$ cat config.mk
export PLATFORM = sky130hd
export DESIGN_NAME = load_store_unit
export DESIGN_NICKNAME = d
export VERILOG_FILES = /design/src/rtl/cpu_pkg.sv /design/src/rtl/lsu_lane_align.sv /design/src/rtl/load_store_unit.sv
export SDC_FILE = /design/constraint.sdc
export NUM_CORES = 1
export LEC_CHECK = 0
export BUFFER_PORTS_ARGS = -buffer_cell sky130_fd_sc_hd__buf_2
export CAP_MARGIN = 20
export CORE_MARGIN = 2
export CORE_UTILIZATION = 56
export DETAILED_ROUTE_END_ITERATION = 10
export MAX_ROUTING_LAYER = met4
export PLACE_DENSITY = 0.95
export SYNTH_ARGS = -nofsm -noshare
export SYNTH_HDL_FRONTEND = slang
export SYNTH_SLANG_ARGS = --single-unit
$ cat constraint.sdc
create_clock -name clk -period 5.9 [get_ports clk]
set_input_delay 1.18 -clock clk [delete_from_list [all_inputs] [get_ports clk]]
set_output_delay 1.18 -clock clk [all_outputs]
set_load 0.05 [all_outputs]
$ cat src/rtl/cpu_pkg.sv
// Shared CPU definitions used by the load/store unit: access-size encodings
// and the MEM-stage read-modify-write state type.
package cpu_pkg;

  localparam logic [1:0] SIZE_BYTE = 2'b00;
  localparam logic [1:0] SIZE_HALF = 2'b01;
  localparam logic [1:0] SIZE_WORD = 2'b10;

  typedef enum logic {
    IDLE   = 1'b0,
    RMW_WR = 1'b1
  } lsu_state_t;

endpackage

$ cat src/rtl/lsu_lane_align.sv
// Big-endian lane steering: merges sub-word store data into a memory word and
// extracts/extends sub-word load data. Byte lane 0 is bits [31:24].
module lsu_lane_align
  import cpu_pkg::*;
(
  input  logic [1:0]  size,
  input  logic        ld_unsigned,
  input  logic [1:0]  addr_lo,
  input  logic [31:0] wdata,
  input  logic [31:0] rdata,
  output logic [31:0] merged,
  output logic [31:0] load_data
);

  function automatic logic [31:0] merge_store(input logic [1:0]  sz,
                                              input logic [1:0]  a,
                                              input logic [31:0] wd,
                                              input logic [31:0] word);
    logic [31:0] m;
    m = word;
    if (sz == SIZE_BYTE) begin
      case (a)
        2'd0:    m[31:24] = wd[7:0];
        2'd1:    m[23:16] = wd[7:0];
        2'd2:    m[15:8]  = wd[7:0];
        default: m[7:0]   = wd[7:0];
      endcase
    end else if (sz == SIZE_HALF) begin
      if (a[1]) m[15:0]  = wd[15:0];
      else      m[31:16] = wd[15:0];
    end else begin
      m = wd;
    end
    return m;
  endfunction

  function automatic logic [31:0] extract_load(input logic [1:0]  sz,
                                               input logic        uns,
                                               input logic [1:0]  a,
                                               input logic [31:0] word);
    logic [7:0]  b;
    logic [15:0] h;
    logic [31:0] r;
    case (a)
      2'd0:    b = word[31:24];
      2'd1:    b = word[23:16];
      2'd2:    b = word[15:8];
      default: b = word[7:0];
    endcase
    h = a[1] ? word[15:0] : word[31:16];
    if (sz == SIZE_BYTE)
      r = uns ? {24'h000000, b} : {{24{b[7]}}, b};
    else if (sz == SIZE_HALF)
      r = uns ? {16'h0000, h} : {{16{h[15]}}, h};
    else
      r = word;
    return r;
  endfunction

  always_comb begin
    merged    = merge_store(size, addr_lo, wdata, rdata);
    load_data = extract_load(size, ld_unsigned, addr_lo, rdata);
  end

endmodule

$ cat src/rtl/load_store_unit.sv
// MEM pipeline stage: EX/MEM and MEM/WB registers, data-memory port driving,
// sub-word stores as a two-cycle read-modify-write that stalls upstream.
module load_store_unit
  import cpu_pkg::*;
#(
  parameter int unsigned DMEM_BYTES = 256
) (
  input  logic        clk,
  input  logic        rst_n,
  input  logic        ex_mem_read,
  input  logic        ex_mem_write,
  input  logic [1:0]  ex_size,
  input  logic        ex_unsigned,
  input  logic [31:0] ex_addr,
  input  logic [31:0] ex_wdata,
  input  logic [4:0]  ex_rd,
  input  logic        ex_reg_write,
  output logic [31:0] dmem_addr,
  output logic        dmem_we,
  output logic [31:0] dmem_wdata,
  input  logic [31:0] dmem_rdata,
  output logic        stall,
  output logic        wb_reg_write,
  output logic [4:0]  wb_rd,
  output logic [31:0] wb_data,
  output logic        mem_fault
);

  localparam logic [31:0] DMEM_LIMIT = 32'(DMEM_BYTES);

  lsu_state_t  state;
  logic        m_read;
  logic        m_write;
  logic [1:0]  m_size;
  logic        m_unsigned;
  logic [31:0] m_addr;
  logic [31:0] m_wdata;
  logic [4:0]  m_rd;
  logic        m_reg_write;
  logic [31:0] merged_q;

  logic [31:0] merged;
  logic [31:0] load_data;
  logic        is_mem;
  logic        is_load;
  logic        is_sub;
  logic        misaligned;
  logic        out_of_range;
  logic        fault;
  logic        rmw_start;

  lsu_lane_align u_align (
    .size        (m_size),
    .ld_unsigned (m_unsigned),
    .addr_lo     (m_addr[1:0]),
    .wdata       (m_wdata),
    .rdata       (dmem_rdata),
    .merged      (merged),
    .load_data   (load_data)
  );

  // A store wins when both read and write are set, so loads need !m_write.
  always_comb begin
    is_mem       = m_read | m_write;
    is_load      = m_read & ~m_write;
    is_sub       = (m_size == SIZE_BYTE) || (m_size == SIZE_HALF);
    misaligned   = ((m_size == SIZE_HALF) && m_addr[0]) ||
                   (m_size[1] && (m_addr[1:0] != 2'b00));
    out_of_range = (m_addr >= DMEM_LIMIT);
    fault        = is_mem & (misaligned | out_of_range);
    rmw_start    = (state == IDLE) & m_write & is_sub & ~fault;
  end

  always_comb begin
    stall      = rmw_start;
    dmem_addr  = {m_addr[31:2], 2'b00};
    dmem_wdata = (state == RMW_WR) ? merged_q : m_wdata;
    // Gated by rst_n so a reset landing on the RMW write cycle cannot corrupt memory.
    dmem_we    = rst_n & ((state == RMW_WR) |
                          ((state == IDLE) & m_write & ~is_sub & ~fault));
  end

  always_ff @(posedge clk) begin
    if (!rst_n) begin
      state        <= IDLE;
      m_read       <= 1'b0;
      m_write      <= 1'b0;
      m_size       <= '0;
      m_unsigned   <= 1'b0;
      m_addr       <= '0;
      m_wdata      <= '0;
      m_rd         <= '0;
      m_reg_write  <= 1'b0;
      merged_q     <= '0;
      wb_reg_write <= 1'b0;
      wb_rd        <= '0;
      wb_data      <= '0;
      mem_fault    <= 1'b0;
    end else begin
      if (!stall) begin
        m_read      <= ex_mem_read;
        m_write     <= ex_mem_write;
        m_size      <= ex_size;
        m_unsigned  <= ex_unsigned;
        m_addr      <= ex_addr;
        m_wdata     <= ex_wdata;
        m_rd        <= ex_rd;
        m_reg_write <= ex_reg_write;
      end

      case (state)
        IDLE: begin
          if (rmw_start) begin
            state    <= RMW_WR;
            merged_q <= merged;
          end
        end
        RMW_WR:  state <= IDLE;
        default: state <= IDLE;
      endcase

      // The read half of an RMW retires nothing; the store retires from RMW_WR.
      if (stall) begin
        wb_reg_write <= 1'b0;
        mem_fault    <= 1'b0;
      end else begin
        wb_reg_write <= m_reg_write & ~fault;
        wb_rd        <= m_rd;
        wb_data      <= is_load ? load_data : m_addr;
        mem_fault    <= fault;
      end
    end
  end

endmodule

---- After elaboration in Yosys (flattened, before gate mapping) ----
Index checks and enable logic that the tools add are counted.
operators by class
  multiplexer cells ....................... 18
  bitwise gates (word level) .............. 17
  equality and inequality tests ........... 3
  reduce and logical (&&, ||, !) cells .... 10
  $add $sub $neg .......................... 0
  shifts and indexed selects .............. 0
  multiply operators ...................... 0
  div/mod/pow operators ................... 0
  magnitude comparators ................... 1
operators with widths
  kind                                                                 number
  2-to-1 mux 32 bit                                                    8
  2-to-1 mux 16 bit                                                    3
  greater-or-equal comparator 32 x 9 -> 1 bit (second input constant)  1
  2-to-1 mux 8 bit                                                     4
  one-hot mux 8 bit (3 select lines)                                   1
  AND 1 bit                                                            9
  NOT 1 bit                                                            5
  equality test 2 x 1 -> 1 bit (second input constant)                 2
  zero test 2 bit                                                      2
  bitwise OR 1 bit                                                     3
  OR reduction 3 bit                                                   1
  equality test 2 bit (second input constant)                          1
  logical AND 1 bit                                                    2
  logical OR 1 bit                                                     2
  one-hot mux 1 bit (2 select lines)                                   1
  AND reduction 2 bit                                                  1
  nonzero test 2 bit                                                   1
  OR reduction 2 bit                                                   1
  2-to-1 mux 1 bit                                                     1
storage, ports and cells
  memory bits (writable) .................. 0
  output and inout bits ................... 105
  logic and storage cells ................. 63
  latch bits .............................. 0
  flip-flop bits (word level) ............. 147
  bits in read-only memories .............. 0
  memories ................................ 0
  input port bits ......................... 109

---- Depth between registers and ports, before layout ----
  word-level depth ........................ 9
  depth in mapped cells ................... 10
  gate-level depth less buffers ........... 6

---- Hierarchy ----
A second synthesis with hierarchy kept.
second synthesis, totals
  cells, all modules ...................... 924
  area, all modules ....................... 7,902.6 sq um
modules (own cells, without submodules)
  module           cells each  sequential area each (sq um)  area an instance (sq um)  instances
  load_store_unit  699         2,942.8                       6,416.2                   1
  lsu_lane_align   225         0.0                           1,486.4                   1

---- Worst setup path before layout ----
Ideal clock, no wire load.
  path type ............................... input to output
  from .................................... in rst_n
  to ...................................... out dmem_we
  arrival time ............................ 2.375 ns
  buffers on the path ..................... 3
  path slack .............................. 2.345 ns
  stages .................................. 4
  cells stage by stage .................... clkbuf_1 > clkbuf_1 > clkbuf_1 > o21a_1
on the way
  longest elaborated chain between the ends .. 1
RTL lines
  element             RTL line               text
  start: declaration  load_store_unit.sv:9   input logic rst_n,
  AND 1 bit           load_store_unit.sv:79  dmem_we = rst_n & ((state == RMW_WR) |
  end: declaration    load_store_unit.sv:19  output logic dmem_we,
No other way between the ends.

---- Worst setup path in the final report ----
  from .................................... reg m_size[0]
  to ...................................... out dmem_we
on the way
  longest elaborated chain between the ends .. 9
  elaborated cells between the ends (all ways) .. 13
RTL lines
  element                       RTL line                                      text
  start: declaration            load_store_unit.sv:34                         logic [1:0] m_size;
  start signal: assignment      load_store_unit.sv:103                        m_size <= ex_size;
  equality test 2 x 1 -> 1 bit  load_store_unit.sv:66, load_store_unit.sv:67
  logical AND 1 bit             load_store_unit.sv:67                         misaligned = ((m_size == SIZE_HALF) && m_addr[0]) ||
  logical OR 1 bit              load_store_unit.sv:67
  bitwise OR 1 bit              load_store_unit.sv:70                         fault = is_mem & (misaligned | out_of_range);
  AND 1 bit                     load_store_unit.sv:70
  NOT 1 bit                     load_store_unit.sv:80                         ((state == IDLE) & m_write & ~is_sub & ~fault));
  AND 1 bit (*)                 load_store_unit.sv:80
  bitwise OR 1 bit (*)          load_store_unit.sv:79
  AND 1 bit (*)                 load_store_unit.sv:79
Every way passes the cells marked *; elsewhere a longest branch is shown, timed or not.

==> impl_metrics.tcl <==
set metrics [dict create \
    status "complete, no violations" \
    power_density_nw_per_um2 300 \
    die-area_um2 13600 \
    synth_warnings 0 \
    gp_congestion 0.922 \
    first_pass_iters 9 \
    drive_gt1_share_pct 29.5 \
    clk_path_buf_depth 2 \
    cap_violations 0 \
    fin_crit_sh_pct 65.8 \
    utilization_pct 67.8 \
    yosys_most_used_dff "dfxtp_1" \
    p_leak_nw 3.84 \
    crit_fanout 34 \
    clkPwrFrac_pct 41.2 \
    place_inst 1125 \
    initial_core_util_pct 56.8 \
    synthXorXnorAreaFrac_pct 0 \
    worstSetupPathType "flip-flop to primary output" \
    clkTransAtPathRegs_ns 0.06 \
    worstPathRequired_ns 4.72 \
    worstReg2RegEnd "wb_data[17]$_SDFFE_PN0N_" \
    setup_tns_ns 0 \
    synthSimpleGateAreaFrac_pct 18.1 \
    grt_max_degree 117 \
    synth_edf_count 0 \
    ctsRootBufferMaster "clkbuf_16" \
    fin_crit_ns 3.88 \
    crit_end "dmem_we" \
    final_cells 1159 \
    worstRegToRegCells 7 \
    rsz0062_at_grt "no" \
    track_usage_pct 31.9 \
    num_rows 41 \
    reg2reg_slack_ns 2.40 \
    grt_pass1_vias 6382 \
    p_seq_share_pct 42.5 \
    clock_sinks 147 \
    p_sw_share_pct 30.8 \
    timing.fmax_ghz 0.258 \
    n_fill_cell 995 \
    wire_per_inst_um 18.5 \
    ios 214 \
    synth_fa_ha_area_share_pct 0 \
    die_y_um 116 \
    vias_per_cell 5.96 \
    cts_resized 0 \
    worst_setup_path_end_kind "primary output" \
    numCtsBuffers 17 \
    insertion_delay_ns 0.43 \
    pwr-share-comb_pct 16.3 \
    antenna_left 0 \
    worstMarginPinSlew_ns 1.11 \
    antenna_cells 0 \
    internal_power_mw 1.76 \
    hold_class "flip-flop to flip-flop" \
    ys_types 51 \
    slew_headroom_pct 26.1 \
    muxShareOfSynthArea_pct 7.01 \
    cts_htree_levels 4 \
    ir_worst_vdd_uv 197 \
    core_area_um2 12500 \
    finalSetupViolations 0 \
    finalHoldViolations 0 \
    drc 0 \
    synth-seq-cells 147 \
    drv_slew 0 \
    numPortBuffers 211 \
    hp-start "m_reg_write$_SDFFE_PN0N_" \
    antenna_found_initial 0 \
    seq_area_frac_synth_pct 41.5 \
    area_delta_synth_final_pct 19.3 \
    reg2reg_from "m_size[0]$_SDFFE_PN0N_" \
    seqCellArea_um2 2940 \
    cp.arrival_ns 2.70 \
    vias 6907 \
    cts_setup_buffers 0 \
    tritoncts "done" \
    fin_skew_ns 0.0162 \
    final_nets 1083 \
    cts_hold_buffers 0 \
    synth.cell_area_um2 7090 \
    grt_pass1_wl_um 32200 \
    synth_top_family_by_area "compound AO/OA/AOI/OAI gates" \
    drt_iter0_drc 829 \
    worstSetupStartpoint "m_size[0]$_SDFFE_PN0N_" \
    ys_async_sr_fraction_pct 0 \
    switchingPower_mw 0.783 \
    dp_hpwl_um 14500 \
    multi_input_area_um2 3560 \
    synth-compound-area-share_pct 24.9 \
    synth_cells 839 \
    postSynthAreaPerCell_um2 8.45 \
    cp-start-kind "flip-flop" \
    fp.dieW_um 116 \
    overflow 0 \
    wl_um 21400 \
]
worst min-delay path by stage:
stage / end / slack [ns] / cells after the start
after floorplan: wb_reg_write$_SDFF_PP0_ / 0.42 / 2
after global placement: wb_reg_write$_SDFF_PP0_ / 0.43 / 2
after detailed placement: wb_reg_write$_SDFF_PP0_ / 0.43 / 2
after CTS: wb_reg_write$_SDFF_PP0_ / 0.44 / 2
after global routing: wb_reg_write$_SDFF_PP0_ / 0.45 / 2
final: wb_reg_write$_SDFF_PP0_ / 0.44 / 2
sequential cells by signal (all words and copies together) (netlist names):
name / cells
m_unsigned: 1
m_wdata: 32
wb_data: 32
m_write: 1
wb_rd: 5
m_rd: 5
m_size: 2
m_addr: 32
mem_fault: 1
wb_reg_write: 1
merged_q: 32
state: 1
m_read: 1
m_reg_write: 1
cell type report:
class                           count  area share, %
Clock buffer                       17           5.03
Clock inverter                     15           1.78
Inverter                            8          0.355
Multi-Input combinational cell    580           42.1
Sequential cell                   147           34.8
Tap cell                          172           2.55
Timing Repair Buffer              220           13.4
layer usage:
metal	vias to the layer above	global-route usage (%)	wire length (um)
met4	0	14.9	799
met2	396	50.9	10100
met3	70	7.89	2000
met1	3215	38.0	8540
li1	3226	-	-
met5	-	-	0
critical path, stage by stage, from the launching register on:
cell      delay (ns)
dfxtp_1         1.02
a21oi_1         0.16
o211ai_1        0.37
nor2_1          0.13
and3_1          0.21
o21a_1          0.18
buf_2           0.21
metrics by stage:
step	setup slack, ns	area [um^2]	hold WS (ns)	power [mW]
floorplan	2.34	7090	0.415	1.39
global placement	2.60	7860	0.432	1.49
detailed placement	2.51	7860	0.433	1.50
CTS	2.07	8440	0.438	2.54
global route	1.84	8460	0.448	2.62
finish	2.02	8460	0.436	2.54
synthesized netlist by cell type, types with 2 or more instances:
cell type    n  area [um^2]
mux2i_1     17          170
buf_2       12         60.1
mux2_2      29          327
or3_1        7         43.8
o31ai_1     13         97.6
o21a_1       3         22.5
o21ai_0     52          260
buf_4       39          293
nor2_1      33          124
o221ai_1     8         70.1
o2bb2ai_1   24          210
a32o_1       5         50.1
a21oi_1     30          150
a22oi_1      4         30.0
a22o_1       8         70.1
buf_1        7         26.3
o211a_1      8         80.1
clkbuf_1    46          173
o2111ai_1    7         61.3
nor3_1       9         45.0
dfxtp_1    147         2940
a21boi_1    23          173
nor4_2       4         50.1
or4_1        5         37.5
nand2_1    163          612
inv_1        6         22.5
a221oi_1     8         70.1
nor2b_1      2         12.5
and3_1      26          163
nor4_1       2         12.5
nand2b_1     2         12.5
nand3_1     28          140
a21boi_0    44          330
cells in the final DEF (no fill, tap or decap), drive strengths merged, types with 24 or more instances in the layout:
cell	n
o21ai	53
nand2	163
dfxtp	147
a21boi	67
nor2	33
a21oi	30
nand3	28
mux2	29
o2bb2ai	24
buf	220
and3	26
cell families after synthesis:
kind of cell	count (synthesis)
buffers and inverters	113
DFF	147
muxes	46
and+or+nand+nor	285
other	1
AOI/OAI and AO/OA	247
power groups by stage:
stage / Combinational, mW / Sequential, mW / Clock (mW)
after floorplan: 0.248 / 1.14 / 0
after global placement: 0.398 / 1.10 / 0
after detailed placement: 0.404 / 1.10 / 0
after CTS: 0.407 / 1.08 / 1.06
after global routing: 0.438 / 1.08 / 1.10
final: 0.413 / 1.08 / 1.05
Power figures use the tool's default switching activity.
